==> config.mk <==
export PLATFORM = sky130hd
export DESIGN_NAME = frame_fetch
export DESIGN_NICKNAME = d
export VERILOG_FILES = /design/src/rtl/frame_fetch_pkg.sv /design/src/rtl/frame_fetch_pixel_fifo.sv /design/src/rtl/frame_fetch.sv
export SDC_FILE = /design/constraint.sdc
export NUM_CORES = 1
export LEC_CHECK = 0
export BUFFER_PORTS_ARGS = -buffer_cell sky130_fd_sc_hd__buf_2
export CORE_MARGIN = 4
export CORE_UTILIZATION = 42
export CTS_CLUSTER_DIAMETER = 120
export DETAILED_ROUTE_END_ITERATION = 10
export HOLD_SLACK_MARGIN = 0.06
export RECOVER_POWER = 50
export SYNTH_ARGS = -nofsm -noshare
export SYNTH_HDL_FRONTEND = slang
export SYNTH_SLANG_ARGS = --single-unit
==> constraint.sdc <==
create_clock -name clk -period 2.9 [get_ports clk]
set_input_delay 0.29 -clock clk [delete_from_list [all_inputs] [get_ports clk]]
set_output_delay 0.29 -clock clk [all_outputs]
set_load 0.01 [all_outputs]
==> src/rtl/frame_fetch_pkg.sv <==
// Shared types and defaults for the RP2040 framebuffer prefetch stage.
// Counter widths leave room for a value equal to the FIFO depth.
package frame_fetch_pkg;

    typedef enum logic [1:0] {
        ST_IDLE     = 2'd0,
        ST_RESET_FB = 2'd1,
        ST_STREAM   = 2'd2
    } state_t;

    localparam int DEF_PIXEL_BITS   = 4;
    localparam int DEF_FIFO_DEPTH   = 4;
    localparam int DEF_REQ_LATENCY  = 2;
    localparam int DEF_RESET_CYCLES = 4;

    // Width able to hold 0..depth inclusive.
    function automatic int cnt_width(input int depth);
        return $clog2(depth) + 1;
    endfunction

endpackage

==> src/rtl/frame_fetch_pixel_fifo.sv <==
// Pixel buffer with a registered head: write-to-valid 1 cycle, pop advances head next cycle.
// Pop while empty is ignored; a write into a full buffer is dropped unless a pop frees a slot.
module pixel_fifo
    import frame_fetch_pkg::*;
#(
    parameter int WIDTH = DEF_PIXEL_BITS,
    parameter int DEPTH = DEF_FIFO_DEPTH
) (
    input  logic                        clk,
    input  logic                        rst,
    input  logic                        i_flush,
    input  logic                        i_wr,
    input  logic [WIDTH-1:0]            i_wr_dat,
    input  logic                        i_pop,
    output logic [WIDTH-1:0]            o_head_dat,
    output logic                        o_vld,
    output logic [cnt_width(DEPTH)-1:0] o_count
);

    localparam int AW = $clog2(DEPTH);
    localparam int CW = cnt_width(DEPTH);

    logic [WIDTH-1:0] r_mem [DEPTH];
    logic [AW-1:0]    r_rd_ptr;
    logic [AW-1:0]    r_wr_ptr;
    logic [CW-1:0]    r_count;
    logic [WIDTH-1:0] r_head;

    logic             w_pop_ok;
    logic             w_wr_ok;
    logic [AW-1:0]    w_rd_nxt;
    logic [CW-1:0]    w_count_nxt;
    logic [WIDTH-1:0] w_head_nxt;

    assign w_pop_ok    = i_pop && (r_count != '0);
    assign w_wr_ok     = i_wr && ((r_count != CW'(DEPTH)) || w_pop_ok);
    assign w_rd_nxt    = r_rd_ptr + AW'(w_pop_ok);
    assign w_count_nxt = r_count + CW'(w_wr_ok) - CW'(w_pop_ok);

    // The incoming word becomes the head when nothing older survives this cycle.
    always_comb begin
        w_head_nxt = '0;
        if (w_count_nxt == '0) begin
            w_head_nxt = '0;
        end else if (w_wr_ok && (r_count == CW'(w_pop_ok))) begin
            w_head_nxt = i_wr_dat;
        end else begin
            w_head_nxt = r_mem[w_rd_nxt];
        end
    end

    always_ff @(posedge clk or posedge rst) begin
        if (rst) begin
            r_rd_ptr <= '0;
            r_wr_ptr <= '0;
            r_count  <= '0;
            r_head   <= '0;
        end else if (i_flush) begin
            r_rd_ptr <= '0;
            r_wr_ptr <= '0;
            r_count  <= '0;
            r_head   <= '0;
        end else begin
            r_rd_ptr <= w_rd_nxt;
            if (w_wr_ok) begin
                r_wr_ptr <= r_wr_ptr + 1'b1;
            end
            r_count <= w_count_nxt;
            r_head  <= w_head_nxt;
        end
    end

    always_ff @(posedge clk) begin
        if (w_wr_ok && !i_flush) begin
            r_mem[r_wr_ptr] <= i_wr_dat;
        end
    end

    assign o_head_dat = r_head;
    assign o_vld      = (r_count != '0);
    assign o_count    = r_count;

endmodule

==> src/rtl/frame_fetch.sv <==
// Credit-limited request engine to the RP2040 framebuffer; samples REQ_LATENCY cycles after each strobe.
// Requests stall while buffered + outstanding pixels fill the FIFO; frame_start flushes everything.
module frame_fetch
    import frame_fetch_pkg::*;
#(
    parameter int PIXEL_BITS   = DEF_PIXEL_BITS,
    parameter int FIFO_DEPTH   = DEF_FIFO_DEPTH,
    parameter int REQ_LATENCY  = DEF_REQ_LATENCY,
    parameter int RESET_CYCLES = DEF_RESET_CYCLES
) (
    input  logic                  clk,
    input  logic                  rst,
    input  logic                  frame_start,
    input  logic                  pixel_pop,
    output logic [PIXEL_BITS-1:0] pixel_out,
    output logic                  pixel_valid,
    output logic                  underflow,
    output logic                  frame_next_pixel_out,
    output logic                  frame_reset_out,
    input  logic [PIXEL_BITS-1:0] frame_pixel_in
);

    localparam int CW  = cnt_width(FIFO_DEPTH);
    localparam int RCW = $clog2(RESET_CYCLES + 1);

    state_t                 r_state;
    logic [RCW-1:0]         r_rst_cnt;
    logic                   r_strobe;
    logic                   r_reset_out;
    logic                   r_underflow;
    logic [REQ_LATENCY-1:0] r_tag;
    logic [CW-1:0]          r_in_flight;

    logic [CW-1:0]          w_occ;
    logic                   w_capture;
    logic                   w_credit;
    logic                   w_stream_next;
    logic                   w_issue;

    assign w_capture = r_tag[REQ_LATENCY-1];
    assign w_credit  = (({1'b0, w_occ} + {1'b0, r_in_flight}) < (CW+1)'(FIFO_DEPTH));

    // Strobe is registered, so the decision looks at the state we are about to be in.
    assign w_stream_next = (r_state == ST_STREAM) ||
                           ((r_state == ST_RESET_FB) && (r_rst_cnt == '0));
    assign w_issue       = w_stream_next && !r_strobe && w_credit;

    always_ff @(posedge clk or posedge rst) begin
        if (rst) begin
            r_state     <= ST_IDLE;
            r_rst_cnt   <= '0;
            r_strobe    <= 1'b0;
            r_reset_out <= 1'b0;
            r_underflow <= 1'b0;
            r_tag       <= '0;
            r_in_flight <= '0;
        end else if (frame_start) begin
            r_state     <= ST_RESET_FB;
            r_rst_cnt   <= RCW'(RESET_CYCLES - 1);
            r_strobe    <= 1'b0;
            r_reset_out <= 1'b1;
            r_underflow <= 1'b0;
            r_tag       <= '0;
            r_in_flight <= '0;
        end else begin
            r_strobe    <= w_issue;
            r_tag[0]    <= r_strobe;
            for (int i = 1; i < REQ_LATENCY; i++) begin
                r_tag[i] <= r_tag[i-1];
            end
            r_in_flight <= r_in_flight + CW'(w_issue) - CW'(w_capture);
            if (pixel_pop && !pixel_valid) begin
                r_underflow <= 1'b1;
            end
            case (r_state)
                ST_IDLE: begin
                    r_reset_out <= 1'b0;
                end
                ST_RESET_FB: begin
                    if (r_rst_cnt == '0) begin
                        r_state     <= ST_STREAM;
                        r_reset_out <= 1'b0;
                    end else begin
                        r_rst_cnt <= r_rst_cnt - 1'b1;
                    end
                end
                ST_STREAM: begin
                    r_reset_out <= 1'b0;
                end
                default: begin
                    r_state     <= ST_IDLE;
                    r_reset_out <= 1'b0;
                end
            endcase
        end
    end

    pixel_fifo #(
        .WIDTH (PIXEL_BITS),
        .DEPTH (FIFO_DEPTH)
    ) u_fifo (
        .clk        (clk),
        .rst        (rst),
        .i_flush    (frame_start),
        .i_wr       (w_capture),
        .i_wr_dat   (frame_pixel_in),
        .i_pop      (pixel_pop),
        .o_head_dat (pixel_out),
        .o_vld      (pixel_valid),
        .o_count    (w_occ)
    );

    assign underflow            = r_underflow;
    assign frame_next_pixel_out = r_strobe;
    assign frame_reset_out      = r_reset_out;

endmodule

==> implementation parameters <==
Parameter                              Value

Outcome
  Result of the run ... finished, final reports clean

STA
  Rel. slew slack ... 39.6%
  Number of failing hold endpoints at the final stage ... 0
  Unrepaired setup endpoints after global routing ... false
  Final worst hold slack ... 0.186 ns
  Highest Clock Rate ... 377 MHz
  Total of endpoints with negative setup slack in the final report ... 0
  Setup TNS after final layout ... 0 ns
  Post-route worst setup slack ... 0.249 ns
  Final period utilization ... 91.4%
  Worst setup skew after layout ... 0.00503 ns
  Number of slew-limit violations in the final report ... 0
  Post-layout minimum cycle time ... 2.65 ns
  Actual slew at the worst max-slew pin ... 0.904 ns

Layout
  Synthesis-to-layout area growth ... 9.52%
  Antenna cell count ... 0
  Most common library cell in the layout ignoring fill and taps ... dfrtp_1
  Leading cell types in the layout, fill and taps excluded ... 24 x dfrtp_1, 20 x nor2_1, 16 x edfxtp_1
  Proportion of layout cells with a drive suffix above 1 ... 18.1%
  Total number of nets in the final design ... 202

Critical path
  Data arrival time at the worst-slack endpoint ... 2.81 ns
  Crit Path Class ... register to register
  Endpoint required time on the critical path ... 3.06 ns
  Critical-path cell with the highest stage delay ... or4_1
  Kind of cell adding the most delay to the critical path ... adder cells
  Nature of the critical path endpoint ... register
  Delay of the slowest cell on the worst path ... 0.49 ns
  Buf+Inv Stages, Crit Path ... 2
  Cell-by-cell trace of the critical path ... ha_1 > or4_1 > a311o_1 > ha_1 > inv_1 > ha_1 > inv_1 > fa_1 > xnor2_1 > nor2_1
  Crit start category ... register
  Worst-path fanout max ... 5
  Library cell appearing most often on the critical path ... ha_1

Clocking
  Clock slew at reported path FFs ... 0.07 ns
  Number of hold buffers added after cts ... 0
  # H-tree levels ... 2
  Library cell used as clock root buffer ... clkbuf_8
  Buffers inserted during post-CTS setup optimization ... 0
  Resize count post-CTS ... 0
  CTS sink count ... 40
  Inserted Clock Buffers ... 5
  Worst skew pair latency ... 0.29 ns
  CTS tree ... built
  CTS max path bufs ... 2

Logic synthesis
  Avg Inst Size Synth ... 12.5 µm²
  Synthesized netlist net count ... 187
  Count of different cell masters after synthesis ... 39
  Number of flops mapped to enable cells by yosys ... 16
  Share of the synthesized area in the top cell type ... 28.9%
  Area leader, netlist ... dfrtp_1
  Main area contributors after synthesis ... dfrtp_1 29%, edfxtp_1 23%, ha_1 6.6%, nor2_1 3.6%, mux2i_1 3.4%
  Count of mapped cells out of synthesis ... 166
  Register area share after synthesis ... 52.1%
  Number of warning messages in the yosys log ... 0
  Fraction of synthesis flops using an asynchronous set or reset pin ... 60.0%
  Flip-flop and latch count after synthesis ... 40
  Flip-flop cell with the highest count after synthesis ... dfrtp_1
  Cell Area, Synth ... 2080 µm²

Global routing
  Number of antenna violations at the first check in global routing ... 0
  Global-route wire length before repair ... 6.19 mm
  Combined global-route utilization of all metal layers ... 13.1%
  Number of global-route vias before repair ... 1,250
  Total grt overflow ... 0
  Largest net degree at the start of global routing ... 25

Floorplan
  Vert. Die Dim ... 78.3 µm
  Area of the die ... 6130 µm²
  Horizontal die dimension ... 78.3 µm
  Initial cell density of the core ... 43.7%
  Row count ... 25
  Core footprint ... 4750 µm²
  Number of primary I/O pins ... 16

Detailed routing
  Drc violations ... 0
  Number of design-rule violations left by the first detailed-router iteration ... 41
  First drt pass iteration count ... 4
  Routed via count ... 1,235
  Number of nets still failing antenna checks after routing ... 0
  Routed len/inst ... 14.0 µm
  Via-to-Cell Ratio ... 4.96
  Wirelength, routed ... 3.50 mm

Placement
  Number of I/O port buffers ... 15
  HPWL reported at the end of detailed placement ... 2.52 mm
  Dpl ws ... 0.218 ns
  Gpl congestion ... 0.755

Flow run
  Maximum capacitance violations ... 0

Pwr
  Total leakage power ... 0.962 nW
  Power density over the cells ... 773 nW/µm²
  Maximum ir drop on the vdd rail ... 0.428 mV

Min path
  Tightest Hold Check Type ... primary input to async pin
metrics by stage:
step                instances  utilization [%]  power, mW  instance area (µm²)
global placement          241             45.9       1.36                 2180
detailed placement        241             45.9       1.38                 2180
finish                    249             47.8       1.76                 2270
CTS                       249             48.0       1.78                 2280
floorplan                 166                -       1.25                 2080
global route              249             47.8       1.89                 2270
cell families after synthesis:
kind of cell	share of synthesized area (%)
multiplexers	5.55
adder cells (fa/ha/maj)	8.56
AO/OA/AOI/OAI	11.3
AND/OR/NAND/NOR	13.4
flip-flops	52.1
XOR/XNOR	3.80
buffers and inverters	5.30
cell type report:
type	instances	area, µm²
Tap cell	67	83.8
Inverter	13	48.8
Clock buffer	8	100
Fill cell	470	2480
Timing Repair Buffer	16	75.1
Sequential cell	40	1080
Multi-Input combinational cell	105	885
flip-flops by register name, indices dropped and copies added (netlist names), 2 cells and up:
| name | cells |
|---|---|
| u_fifo.r_wr_ptr | 2 |
| u_fifo.o_head_dat | 4 |
| r_state | 2 |
| r_rst_cnt | 3 |
| u_fifo.o_count | 3 |
| r_in_flight | 3 |
| r_tag | 2 |
| u_fifo.r_rd_ptr | 2 |
| u_fifo.r_mem | 16 |
layer usage:
layer / vias to the layer above / routed length (µm) / GRT usage [%]
li1: 610 / - / -
met1: 606 / 1660 / 17.2
met2: 17 / 1700 / 21.1
met3: 2 / 112 / 3.78
met4: 0 / 24 / 3.67
met5: - / 0 / 0
final timing paths:
kind / from / to / slack, ns / depth (start not counted)
max: u_fifo.o_count[2] / r_in_flight[2] / 0.25 / 10
min: rst / u_fifo.o_head_dat[3] / 0.19 / 2
max reg2reg: u_fifo.o_count[2] / r_in_flight[2] / 0.25 / 10
min reg2reg: frame_reset_out / frame_reset_out / 0.49 / 1
max in group asynchronous: rst / u_fifo.o_head_dat[2] / 2.15 / 2
min in group clk: frame_pixel_in[2] / u_fifo.r_mem[2][2] / 0.31 / 1
cells in the mapped netlist, types with 4 or more instances:
cell type and n:
dfrtp_1 24, nor2_1 20, edfxtp_1 16, inv_1 12, ha_1 11, nor2b_1 9, mux2i_1 7, xnor2_1 6
a2111oi_2 4, a221oi_1 4, and2_1 4, mux2_1 4, nand3_2 4, o31ai_2 4
power breakdown:
part / leakage, nW / internal, mW / switching (mW)
combinational: 0.456 / 0.270 / 0.321
clock: 0.0515 / 0.217 / 0.182
sequential: 0.455 / 0.671 / 0.0943
No activity file was read; power rests on OpenSTA's default activity.
